File: src/rtl/controle_exibicao_pkg.sv
// Shared definitions for the LED-display sequencer of the memory game:
// state codes (also the db_estado debug values) and default sizing.
package controle_exibicao_pkg;

  typedef enum logic [3:0] {
    ESPERA  = 4'd0,
    PREPARA = 4'd1,
    LIGA    = 4'd2,
    DESLIGA = 4'd3,
    FIM     = 4'd4
  } estado_t;

  localparam int unsigned T_ON_PADRAO   = 2000;
  localparam int unsigned T_OFF_PADRAO  = 1000;
  localparam int unsigned ADDR_W_PADRAO = 4;
  localparam int unsigned DATA_W_PADRAO = 4;

  // Counter width able to hold max(a,b)-1; never narrower than one bit.
  function automatic int unsigned largura_contador(input int unsigned a,
                                                   input int unsigned b);
    int unsigned m;
    m = (a > b) ? a : b;
    return (m <= 1) ? 1 : $clog2(m);
  endfunction

endpackage

File: src/rtl/controle_exibicao_contador.sv
// Shared on/off timer: counts while enabled, clears on request, and flags
// the cycle in which the count equals the selected terminal value.
module contador_tempo #(
  parameter int unsigned LARGURA = 4
) (
  input  logic               clock,
  input  logic               reset,
  input  logic               limpa,
  input  logic               habilita,
  input  logic [LARGURA-1:0] terminal,
  output logic               fim_contagem
);

  logic [LARGURA-1:0] conta_q, conta_d;

  always_comb begin
    conta_d = conta_q;
    if (limpa) begin
      conta_d = '0;
    end else if (habilita) begin
      conta_d = conta_q + LARGURA'(1);
    end
  end

  always_ff @(posedge clock) begin
    if (reset) begin
      conta_q <= '0;
    end else begin
      conta_q <= conta_d;
    end
  end

  assign fim_contagem = habilita && (conta_q == terminal);

endmodule

File: src/rtl/controle_exibicao.sv
// Display sequencer: walks memory addresses 0..limite, showing each pattern
// for T_ON cycles followed by a T_OFF dark gap, then pulses fim.
module controle_exibicao
  import controle_exibicao_pkg::*;
#(
  parameter int unsigned T_ON   = T_ON_PADRAO,
  parameter int unsigned T_OFF  = T_OFF_PADRAO,
  parameter int unsigned ADDR_W = ADDR_W_PADRAO,
  parameter int unsigned DATA_W = DATA_W_PADRAO
) (
  input  logic              clock,
  input  logic              reset,
  input  logic              iniciar,
  input  logic              abortar,
  input  logic [ADDR_W-1:0] limite,
  input  logic [DATA_W-1:0] dado_memoria,
  output logic [ADDR_W-1:0] endereco,
  output logic [DATA_W-1:0] leds,
  output logic              ocupado,
  output logic              fim,
  output logic [3:0]        db_estado
);

  localparam int unsigned LARGURA = largura_contador(T_ON, T_OFF);

  estado_t            estado_q, estado_d;
  logic [ADDR_W-1:0]  endereco_q, endereco_d;
  logic [ADDR_W-1:0]  limite_q, limite_d;
  logic [DATA_W-1:0]  leds_q, leds_d;
  logic               fim_q, fim_d;

  logic               tempo_ativo;
  logic               tempo_limpa;
  logic               tempo_fim;
  logic [LARGURA-1:0] tempo_terminal;

  // One timer serves both timed states; the terminal value follows the state.
  assign tempo_ativo    = (estado_q == LIGA) || (estado_q == DESLIGA);
  assign tempo_limpa    = abortar || tempo_fim || !tempo_ativo;
  assign tempo_terminal = (estado_q == LIGA) ? LARGURA'(T_ON - 1)
                                             : LARGURA'(T_OFF - 1);

  contador_tempo #(
    .LARGURA (LARGURA)
  ) u_contador (
    .clock        (clock),
    .reset        (reset),
    .limpa        (tempo_limpa),
    .habilita     (tempo_ativo),
    .terminal     (tempo_terminal),
    .fim_contagem (tempo_fim)
  );

  always_comb begin
    estado_d   = estado_q;
    endereco_d = endereco_q;
    limite_d   = limite_q;
    leds_d     = leds_q;
    fim_d      = 1'b0;

    if (abortar && (estado_q != ESPERA)) begin
      estado_d   = ESPERA;
      endereco_d = '0;
      leds_d     = '0;
    end else begin
      case (estado_q)
        ESPERA: begin
          endereco_d = '0;
          leds_d     = '0;
          if (iniciar && !abortar) begin
            limite_d = limite;
            estado_d = PREPARA;
          end
        end
        PREPARA: begin
          leds_d   = dado_memoria;
          estado_d = LIGA;
        end
        LIGA: begin
          if (tempo_fim) begin
            leds_d   = '0;
            estado_d = DESLIGA;
          end
        end
        DESLIGA: begin
          // Compare before incrementing so the last address never wraps.
          if (tempo_fim) begin
            if (endereco_q == limite_q) begin
              fim_d    = 1'b1;
              estado_d = FIM;
            end else begin
              endereco_d = endereco_q + ADDR_W'(1);
              estado_d   = PREPARA;
            end
          end
        end
        FIM: begin
          endereco_d = '0;
          leds_d     = '0;
          estado_d   = ESPERA;
        end
        default: begin
          endereco_d = '0;
          leds_d     = '0;
          estado_d   = ESPERA;
        end
      endcase
    end
  end

  always_ff @(posedge clock) begin
    if (reset) begin
      estado_q   <= ESPERA;
      endereco_q <= '0;
      limite_q   <= '0;
      leds_q     <= '0;
      fim_q      <= 1'b0;
    end else begin
      estado_q   <= estado_d;
      endereco_q <= endereco_d;
      limite_q   <= limite_d;
      leds_q     <= leds_d;
      fim_q      <= fim_d;
    end
  end

  assign endereco  = endereco_q;
  assign leds      = leds_q;
  assign fim       = fim_q;
  assign ocupado   = (estado_q != ESPERA);
  assign db_estado = estado_q;

endmodule

File: config.mk
export PLATFORM = sky130hd
export DESIGN_NAME = controle_exibicao
export DESIGN_NICKNAME = d
export VERILOG_FILES = /design/src/rtl/controle_exibicao_pkg.sv /design/src/rtl/controle_exibicao_contador.sv /design/src/rtl/controle_exibicao.sv
export SDC_FILE = /design/constraint.sdc
export NUM_CORES = 1
export LEC_CHECK = 0
export BUFFER_PORTS_ARGS = -buffer_cell sky130_fd_sc_hd__buf_4
export CORE_MARGIN = 8
export CORE_UTILIZATION = 43
export DETAILED_ROUTE_END_ITERATION = 10
export PLACE_DENSITY = 0.65
export SYNTH_ARGS = -nofsm -noshare
export SYNTH_HDL_FRONTEND = slang
export SYNTH_SLANG_ARGS = --single-unit
export TNS_END_PERCENT = 50
File: constraint.sdc
create_clock -name clock -period 2.1 [get_ports clock]
set_input_delay 0.42 -clock clock [delete_from_list [all_inputs] [get_ports clock]]
set_output_delay 0.42 -clock clock [all_outputs]
set_load 0.005 [all_outputs]
# After elaboration in Yosys (flattened, before gate mapping)
# Index checks and enable logic that the tools add are counted.
# classes
n_eq_ne,9
n_reduce_logical,18
mux,12
n_bitwise,4
n_addsub,2
# op_table
cell,n
$mux W4,6
$pmux W4 S4,1
$pmux W4 S3,1
$add A11 B1 Y11 const B,1
$eq A11 B11 Y1,1
$mux W11,1
$reduce_and A3 Y1,3
$eq A4 B2 Y1 const B,2
$ne A2 B2 Y1 const B,4
$pmux W4 S2,1
$reduce_or A2 Y1,3
$add A4 B1 Y4 const B,1
$eq A4 B1 Y1 const B,1
$eq A4 B4 Y1,1
$logic_not A4 Y1,1
$not A1 Y1,4
$reduce_bool A4 Y1,1
$reduce_or A4 Y1,1
$logic_and A1 B1 Y1,3
$logic_or A1 B1 Y1,3
$mux W3,1
$logic_not A1 Y1,2
$reduce_and A2 Y1,1
$mux W1,1
# word_totals
output_inout_bits,14
word_cells,51
reg_bits,28

# Logic depth before layout (Yosys ltp)
# Gate-level depths: netlist of run 1.
# logic_depth
word_depth,7
ltp_mapped,6
depth_no_buf,6

# By module
# Synthesis of run 1 repeated with hierarchy kept, for this count alone.
# unflattened
hier_cells,163
area_unflattened_um2,1441.4
# by_module_without_submodules
mod,seq_area_each_um2,cells_each,area_each_um2,n_inst
controle_exibicao,320.3,93,818.3,1
contador_tempo,220.2,70,623.1,1

# Worst setup path after synthesis of run 1
# OpenSTA, ideal clock, no wires.
# synth_path
path_kind,reg2reg
from,"reg estado_q[0], in the netlist db_estado[0]"
to,"reg endereco_q[3], in the netlist endereco[3]"
t_required_ns,2.026
path_stages_with_launch,7
path_slack_ns,0.214
setup_ns,0.074
arrival_ns,1.811
cell_sequence,dfxtp_1 clkbuf_1 nor3b_2 mux2i_4 nand2_4 or4b_1 a31oi_1
# synth_via
elab_chain_len,6
elab_cells_between_ends,16
classes_between,eq/ne: 6; mux: 2; bitwise: 1; reduce/logical: 7
# synth_lines
item,line_no,rtl
"start, declared",controle_exibicao.sv:26,"estado_t estado_q, estado_d;"
"start signal, assigned",controle_exibicao.sv:119,estado_q <= estado_d;
$eq A4 B2 Y1,"controle_exibicao.sv:38, controle_exibicao.sv:40, controle_exibicao.sv:66",
$mux W11,controle_exibicao.sv:40,assign tempo_terminal = (estado_q == LIGA) ? LARGURA'(T_ON - 1)
$eq A11 B11 Y1,controle_exibicao_contador.sv:33,assign fim_contagem = habilita && (conta_q == terminal);
$logic_and A1 B1 Y1,controle_exibicao_contador.sv:33,
$ne A2 B2 Y1 (no line),--,
$reduce_and A3 Y1 (no line),--,
"end signal, assigned",controle_exibicao.sv:120,endereco_q <= endereco_d;
"end, declared",controle_exibicao.sv:27,"logic [ADDR_W-1:0] endereco_q, endereco_d;"
# Parallel ways exist; a longest one is shown, timed or not.
# A chain may end at the register's enable or synchronous reset.

# Worst setup path in the final report of run 1
# layout_path
from,reg u_contador.conta_q[0]
to,"reg endereco_q[3], in the netlist endereco[3]"
# layout_via
elab_chain_len,4
# layout_lines
item,line_no,rtl
"start, declared",controle_exibicao_contador.sv:14,"logic [LARGURA-1:0] conta_q, conta_d;"
"start signal, assigned",controle_exibicao_contador.sv:29,conta_q <= conta_d;
$eq A11 B11 Y1,controle_exibicao_contador.sv:33,
$logic_and A1 B1 Y1,controle_exibicao_contador.sv:33,
$ne A2 B2 Y1 (no line),--,
$reduce_and A3 Y1 (no line),--,
# Every way passes these cells.

==> results of run 1 <==
## kinds of logic after synthesis
logic type	synth area share (%)
simple gates	27.5
flops	42.8
compound gates	10.5
xor+xnor	9.01
buf+inv	2.97
mux	4.95
fa+ha+maj	1.98
other cells	0.297
## final timing paths
kind | cells past startpoint | end | slack [ps]
setup / recovery | 6 | endereco[3] | 160
hold / removal | 2 | leds[3] | 290
setup reg to reg | 6 | endereco[3] | 160
hold reg to reg | 1 | u_contador.conta_q[0] | 470
## routing by layer
layer / routed length [um] / share of wire (%) / global-route usage (%) / vias to the layer above
met5: 0 / 0 / 0 / -
met4: 43 / 1.5 / 4.69 / 0
met3: 133 / 4.6 / 3.25 / 5
met2: 1370 / 47 / 20.1 / 25
met1: 1340 / 46 / 14.6 / 488
li1: - / - / - / 541
## cell type report
type	instances	area, um^2	share of cell area, %
flip-flops and latches	27	541	35.1
well taps	31	38.8	2.52
clock buffers	3	22.5	1.46
repair buffers	30	225	14.6
multi-input cells	101	692	45.0
clock inverters	1	5.00	0.325
inverters	4	15.0	0.976
## cell usage after synthesis (3+ instances only)
| library cell | n |
|---|---|
| a22o_1 | 4 |
| dfxtp_1 | 27 |
| inv_1 | 4 |
| mux2i_1 | 4 |
| nand2_1 | 6 |
| nand3_1 | 6 |
| nor2_1 | 24 |
| or2_2 | 3 |
| xnor2_1 | 8 |
| xor2_1 | 5 |
## power by group through the flow
stage	sequential, mW	clock [mW]	combinational [mW]
after global routing	0.526	0.259	0.0727
after CTS	0.524	0.239	0.0668
after floorplan	0.533	0	0.0332
after detailed placement	0.535	0	0.0662
final	0.524	0.232	0.0667
after global placement	0.535	0	0.0646
## sequential cells by signal, summed over array words and instances, names as in the netlist
name / cells
limite_q: 4
fim: 1
endereco: 4
u_contador.conta_q: 11
db_estado: 3
leds: 4
## through the flow
stage / util, % / cells
global placement: 54.1 / 193
detailed placement: 54.1 / 193
CTS: 55.1 / 197
global route: 55.3 / 197
floorplan: - / 136
finish: 55.3 / 197
## critical path, cell delays in order, from the launching register on
cell and delay, ps:
dfxtp_1 390, ha_1 190, nand4b_1 210, nor3_4 310
nand2_4 120, or4b_1 510, a31oi_1 170
## timing repair
item                       in CTS  in global routing
hold buffers                    0                  0
setup endpoints to repair       0                  2
gates resized for setup         0                  1
==> key figures, run 1 <==
Detailed routing
  • Via/cell ratio: 5.38
  • Antenna viol nets, final: 0
  • Via count: 1059
  • Detailed Route Iter0 Violations: 45
  • 1st-pass router iterations: 4
  • Routed WL: 2880 um
  • DRC: 0
  • Avg WL per Cell: 14.6 um

Global routing
  • Number of global-route vias before repair: 1108
  • Largest net degree at the start of global routing: 16
  • GRT Util Overall: 12.2%
  • Initial antenna violation count: 0
  • First-pass GRT wire length: 5030 um
  • Gr ovfl total: 0

Power
  • Power share of the sequential group: 63.7%
  • Pleak: 0.640 nW
  • Comb pwr share: 8.1%
  • Power density over the cells: 534 nW/um^2
  • Cell Int Power: 627 uW
  • Max VDD drop: 0.428 mV
  • Switching Fraction: 23.7%
  • Power consumption: 823 uW
  • Total net switching power: 195 uW
  • Power share of the clock group: 28.2%

Yosys
  • Seq/Total Area, Yosys: 42.8%
  • Ys flop type: dfxtp_1
  • Yosys top cell area share: 42.8%
  • FF+latch count, synth: 27
  • Avg Inst Size Synth: 9.29 um^2
  • Mapped Area: 1260 um^2
  • YS warnings: 0
  • Asr flop ratio synth: 0%
  • Yosys cell types: 43
  • Post-synth EDFFs: 0
  • Cells after Synth: 136
  • Largest cells by area after synthesis: dfxtp_1, nor2_1, xnor2_1, xor2_1, mux2i_1
  • Syn_nets: 150
  • Area leader, netlist: dfxtp_1

Worst setup path
  • Worst Setup End Kind: flop
  • Worst-path fanout max: 10
  • Worst Path Required: 2370 ps
  • Origin of the critical flop-to-flop path: u_contador.conta_q[0]
  • Critical Path AT: 2220 ps
  • Setup crit start: u_contador.conta_q[0]
  • Crit Path Class: reg2reg
  • Startpoint Class: flop

STA
  • Fmax: 0.514 GHz
  • Post-layout min period: 1940 ps
  • Final Cycle Share: 92.6%
  • Final Setup Violations: 0
  • RSZ-0062 raised after global routing: no
  • Worst-margin pin slew: 550 ps
  • Hold_ws: 286 ps
  • Final slew viol count: 0
  • Total negative setup slack: 0 ps
  • Worst slew margin: 63.3%
  • Final setup margin: 156 ps
  • Final hold vios: 0
  • Worst Skew: 3.66 ps

Clocking
  • Skew-Pair Late Insertion Delay: 330 ps
  • Longest Clk Path Bufs: 2
  • Htree depth: 1
  • CTS sink cnt: 27
  • Setup bufs post-CTS: 0
  • CTS Root Cell: clkbuf_4
  • CTS tree: built
  • Num CTS Buffers: 3
  • CTS clk-pin slew, worst paths: 150 ps

Floorplan
  • DIE WIDTH: 70.2 um
  • Core Rows: 19
  • Height of the die: 70.2 um
  • Initial Utilization: 45.4%
  • # IOs: 26
  • Die Area: 4930 um^2
  • Total core area: 2780 um^2

Finish
  • Final Instance Area: 1540 um^2
  • Share of cells above drive strength 1: 25.9%
  • Commonest cells after routing, fill and taps aside: buf_4, dfxtp_1, nor2_1
  • Final nets: 181
  • N_diodes: 0
  • Area Growth Syn to Fin: 21.8%
  • # fillers: 253
  • Commonest non-fill, non-tap cell in the layout: buf_4

Outcome
  • Status: finished clean

Place
  • Pre-CTS setup slack: 157 ps
  • GP Congestion: 0.848
  • Detail Placement HPWL: 2250 um
  • Placed cell areas: 1510 um^2
  • Port Buffer Count: 24

Min path
  • Beginning of the worst hold path: dado_memoria[3]
  • Min-Delay Path Class: in2reg

Flow run
  • Max Cap Viol: 0
(Power assumes the default switching activity.)
==> run 2, diff against run 1 <==
--- a/config.mk
+++ b/config.mk
@@ -10,6 +10,7 @@
 export CORE_UTILIZATION = 43
 export DETAILED_ROUTE_END_ITERATION = 10
 export PLACE_DENSITY = 0.65
+export RECOVER_POWER = 50
 export SYNTH_ARGS = -nofsm -noshare
 export SYNTH_HDL_FRONTEND = slang
 export SYNTH_SLANG_ARGS = --single-unit
==> key figures, run 2 (synthesis results as in run 1) <==
Worst setup path
  • Startpoint Class: flop
  • Worst Setup End Kind: flop
  • Reg2reg path depth: 5 (-1)
  • Crit Path Class: reg2reg
  • Critical Path AT: 2260 ps (+40 ps)
  • Worst Path Required: 2360 ps (about the same)
  • Worst-path fanout max: 10 (unchanged)

Global routing
  • First-pass GRT wire length: 5030 um (unchanged)
  • Number of global-route vias before repair: 1108 (unchanged)
  • Initial antenna violation count: 0 (unchanged)
  • Largest net degree at the start of global routing: 16 (unchanged)
  • Gr ovfl total: 0 (unchanged)
  • GRT Util Overall: 12.2% (unchanged)

Detailed routing
  • Routed WL: 2870 um (-0.28%)
  • Via count: 1055 (-0.38%)
  • Via/cell ratio: 5.36 (-0.38%)
  • 1st-pass router iterations: 4 (unchanged)
  • Avg WL per Cell: 14.6 um (-0.28%)
  • Antenna viol nets, final: 0 (unchanged)
  • DRC: 0 (unchanged)
  • Detailed Route Iter0 Violations: 55 (+22%)

Finish
  • Max FFs per register: 11 (unchanged)
  • Biggest register: u_contador.conta_q
  • Area Growth Syn to Fin: 20.9%
  • Final Instance Area: 1530 um^2 (-0.73%)
  • N_diodes: 0 (unchanged)
  • Final nets: 181 (unchanged)
  • Share of cells above drive strength 1: 24.1% (-1.8 points)
  • Commonest non-fill, non-tap cell in the layout: dfxtp_1
  • Commonest cells after routing, fill and taps aside: dfxtp_1, nor2_1, buf_4

Place
  • GP Congestion: 0.848 (unchanged)
  • Placed cell areas: 1510 um^2 (unchanged)
  • Detail Placement HPWL: 2250 um (unchanged)
  • Pre-CTS setup slack: 157 ps (unchanged)
  • Port Buffer Count: 24 (unchanged)

STA
  • Final Cycle Share: 95.3% (+2.7 points)
  • Worst slew margin: 63.3% (about the same)
  • Final setup margin: 99.6 ps (-55.9 ps)
  • Fmax: 0.500 GHz (-2.8%)
  • Worst Skew: 1.20 ps (-2.45 ps)
  • Total negative setup slack: 0 ps (unchanged)
  • Final hold vios: 0 (unchanged)
  • Hold_ws: 290 ps (+3.81 ps)
  • Final slew viol count: 0 (unchanged)
  • RSZ-0062 raised after global routing: no
  • Final Setup Violations: 0 (unchanged)
  • Worst-margin pin slew: 550 ps (+0.181 ps)
  • Post-layout min period: 2000 ps (+55.9 ps)

Floorplan
  • Initial Utilization: 45.4% (unchanged)
  • Total core area: 2780 um^2 (unchanged)
  • Core Rows: 19 (unchanged)
  • # IOs: 26 (unchanged)
  • Height of the die: 70.2 um (unchanged)
  • DIE WIDTH: 70.2 um (unchanged)
  • Die Area: 4930 um^2 (unchanged)

Power
  • Switching Fraction: 23.6% (-0.11 points)
  • Comb pwr share: 8.1% (about the same)
  • Max VDD drop: 0.424 mV (-0.82%)
  • Power share of the clock group: 28.0% (-0.2 points)
  • Power density over the cells: 537 nW/um^2 (+0.49%)
  • Power share of the sequential group: 63.9% (+0.2 points)
  • Total net switching power: 194 uW (-0.70%)
  • Power consumption: 820 uW (-0.25%)
  • Cell Int Power: 627 uW (-0.11%)
  • Pleak: 0.621 nW (-2.9%)

Clocking
  • CTS clk-pin slew, worst paths: 150 ps (about the same)
  • Num CTS Buffers: 3 (unchanged)
  • Htree depth: 1 (unchanged)
  • Longest Clk Path Bufs: 2 (unchanged)
  • Number of hold buffers added after CTS: 0 (unchanged)
  • CTS Root Cell: clkbuf_4
  • Setup bufs post-CTS: 0 (unchanged)
  • Skew-Pair Late Insertion Delay: 330 ps (about the same)
  • CTS tree: built
  • CTS sink cnt: 27 (unchanged)
  • # resized after CTS: 0 (unchanged)

Min path
  • Min-Delay Path Class: in2reg
  • Worst Hold Path Cells: 2 (unchanged)

Flow run
  • Max Cap Viol: 0 (unchanged)

Outcome
  • Status: finished clean
## run 2: cell types whose count changed in the layout (fill, tap and decap cells not counted), sizes merged
cell | before | now
clkbuf | 3 | 16
buf | 30 | 17
## run 2: final cells by class
cell class,count,area [um^2]
Fill cell,258,1250
Multi-Input combinational cell,101,692
Sequential cell,27,541
Timing Repair Buffer,30,214
Tap cell,31,38.8
Clock buffer,3,22.5
Inverter,4,15.0
Clock inverter,1,5.00
## run 2: final timing paths
path	slack, ps	start	end
worst min register to register	470	u_contador.conta_q[0]	u_contador.conta_q[0]
worst min-delay path	290	dado_memoria[3]	leds[3]
worst max register to register	100	db_estado[1]	endereco[2]
worst max-delay path	100	db_estado[1]	endereco[2]
## run 2: worst max-delay path: stages (launching register included)
cell and delay (ps):
dfxtp_1 400, clkbuf_1 340, nand2_1 170, or2_2 340
or4_1 470, a31oi_1 210
## run 2: power by group through the flow
stage,registers [mW],clock network [mW],logic (mW)
after floorplan,0.533,0,0.0332
after global placement,0.535,0,0.0646
after detailed placement,0.535,0,0.0662
after CTS,0.524,0.239,0.0668
after global routing,0.526,0.259,0.0721
final,0.524,0.230,0.0662
## run 2: stage by stage
step / instances / util (%)
after CTS: 197 / 55.1
after global placement: 193 / 54.1
after floorplan: 136 / -
final: 197 / 54.9
after detailed placement: 193 / 54.1
after global routing: 197 / 54.9
## run 2: layer usage
metal	up-vias	GRT usage, %	part of all wire, %
met3	4	3.25	4.4
met4	0	4.69	1.1
met2	25	20.1	48
li1	539	-	-
met1	487	14.6	47
met5	-	0	0
==> run 3, diff against run 2 <==
--- a/config.mk
+++ b/config.mk
@@ -6,7 +6,7 @@
 export NUM_CORES = 1
 export LEC_CHECK = 0
 export BUFFER_PORTS_ARGS = -buffer_cell sky130_fd_sc_hd__buf_4
-export CORE_MARGIN = 8
+export CORE_MARGIN = 2
 export CORE_UTILIZATION = 43
 export DETAILED_ROUTE_END_ITERATION = 10
 export PLACE_DENSITY = 0.65
==> key figures, run 3 (synthesis results as in run 1) <==
Outcome
  • Status: finished clean

Power
  • Max VDD drop: 0.420 mV (-1.0%)
  • Power density over the cells: 528 nW/um^2 (-1.8%)
  • Pleak: 0.620 nW (-0.17%)
  • Power consumption: 804 uW (-2.0%)

Global routing
  • Gr ovfl total: 0 (unchanged)
  • Number of global-route vias before repair: 1047 (-5.5%)
  • First-pass GRT wire length: 4640 um (-7.7%)
  • Initial antenna violation count: 0 (unchanged)
  • GRT Util Overall: 17.5% (+5.3 points)
  • Largest net degree at the start of global routing: 16 (unchanged)

Detailed routing
  • Via/cell ratio: 5.37 (+0.22%)
  • Detailed Route Iter0 Violations: 36 (-35%)
  • Antenna viol nets, final: 0 (unchanged)
  • 1st-pass router iterations: 4 (unchanged)
  • DRC: 0 (unchanged)
  • Avg WL per Cell: 12.7 um (-13%)
  • Via count: 1052 (-0.28%)
  • Routed WL: 2490 um (-13%)

Worst setup path
  • CP cell instances: ha_1, nand4b_1, nor3_4, nand2_4, or4b_1, a31oi_1
  • Worst Path Required: 2360 ps (about the same)
  • Startpoint Class: flop
  • Top delay family on crit path: simple AND/OR/NAND/NOR gates
  • Worst-path fanout max: 10 (unchanged)
  • Critical Path AT: 2210 ps (-50 ps)
  • Crit Path Class: reg2reg
  • Worst Setup End Kind: flop
  • Buffers & Inverters on Critical Path: 0 (-1)
  • Slowest CP cell: or4b_1
  • Slowest Stage Delay on Critical Path: 510 ps (+40 ps)

Clocking
  • Skew-Pair Late Insertion Delay: 310 ps (-20 ps)
  • CTS sink cnt: 27 (unchanged)
  • CTS clk-pin slew, worst paths: 140 ps (about the same)
  • Longest Clk Path Bufs: 2 (unchanged)
  • CTS Root Cell: clkbuf_4
  • Num CTS Buffers: 3 (unchanged)
  • CTS tree: built
  • Htree depth: 1 (unchanged)
  • Setup bufs post-CTS: 0 (unchanged)

STA
  • Fmax: 0.512 GHz (+2.4%)
  • Final setup margin: 146 ps (+45.9 ps)
  • Final slew viol count: 0 (unchanged)
  • Final hold vios: 0 (unchanged)
  • Worst-margin pin slew: 528 ps (-21.5 ps)
  • RSZ-0062 raised after global routing: no
  • Total negative setup slack: 0 ps (unchanged)
  • Post-layout min period: 1950 ps (-45.9 ps)
  • Hold_ws: 303 ps (+12.4 ps)
  • Final Cycle Share: 93.1% (-2.2 points)
  • Worst slew margin: 64.7% (+1.4 points)
  • Final Setup Violations: 0 (unchanged)
  • Worst Skew: 2.13 ps (+0.930 ps)

Finish
  • Util after Layout: 54.8% (-0.14 points)
  • Share of cells above drive strength 1: 24.2% (+0.15 points)
  • Commonest cells after routing, fill and taps aside: dfxtp_1, nor2_1, buf_4
  • N_diodes: 0 (unchanged)
  • Max FFs per register: 11 (unchanged)
  • Area Growth Syn to Fin: 20.6%
  • Final cell count without fillers: 196 (-0.51%)
  • Final nets: 180 (-0.55%)
  • # fillers: 255 (-1.2%)
  • Biggest register: u_contador.conta_q
  • Final Instance Area: 1520 um^2 (-0.25%)
  • Commonest non-fill, non-tap cell in the layout: dfxtp_1

Flow run
  • Max Cap Viol: 0 (unchanged)

Place
  • Port Buffer Count: 24 (unchanged)
  • Placed insts: 192 (-0.52%)
  • Detail Placement HPWL: 1930 um (-14%)
  • Pre-CTS setup slack: 129 ps (-28.5 ps)
  • GP Congestion: 0.784 (-7.4%)
  • Placed cell areas: 1500 um^2 (-0.50%)

Floorplan
  • # IOs: 26 (unchanged)
  • Initial Utilization: 45.4% (unchanged)
  • Core Rows: 19 (unchanged)
  • Total core area: 2780 um^2 (unchanged)
  • Height of the die: 58.2 um (-17%)
  • Die Area: 3390 um^2 (-31%)
  • DIE WIDTH: 58.2 um (-17%)

Min path
  • Min-Delay Path Class: in2reg
## run 3: cell types whose count changed in the layout (fill, tap and decap cells not counted)
cell      change
clkbuf_1      -1
## run 3: per-layer routing
layer  vias to the layer above  share of wire (%)  GRT usage, %
met1                       485                 51          25.9
met3                         2                3.3          2.01
met4                         0               0.76          5.98
met2                        25                 45          26.3
met5                         -                  0             0
li1                        540                  -             -
## run 3: final timing paths
check                                      startpoint  slack [ps]                     to  depth (start not counted)
worst max register to register  u_contador.conta_q[0]         150            endereco[3]                          6
worst min register to register  u_contador.conta_q[0]         490  u_contador.conta_q[0]                          1
worst min-delay path                  dado_memoria[3]         300                leds[3]                          2
worst max-delay path            u_contador.conta_q[0]         150            endereco[3]                          6
## run 3: worst reg2reg max path, cell delays in order, from the launching register on
cell      delay [ps]
dfxtp_1          390
ha_1             190
nand4b_1         200
nor3_4           300
nand2_4          130
or4b_1           510
a31oi_1          170
## run 3: final cells by class
cell class	count	area, um^2	share of cell area [%]
multi-input cells	101	692	45.4
flip-flops and latches	27	541	35.5
repair buffers	29	210	13.8
well taps	31	38.8	2.55
clock buffers	3	22.5	1.48
inverters	4	15.0	0.985
clock inverters	1	5.00	0.328
## run 3: report_power, final
group / total [mW] / internal [mW] / leakage (nW) / switching (mW)
registers: 0.525 / 0.518 / 0.218 / 0.00676
logic: 0.0627 / 0.0357 / 0.384 / 0.0271
clock network: 0.216 / 0.0713 / 0.0177 / 0.145
## run 3: repair_timing
action / 4_1_cts / 5_1_grt
resized for setup: 0 / 1
endpoints found under the setup margin: 0 / 1
hold buffers: 0 / 0
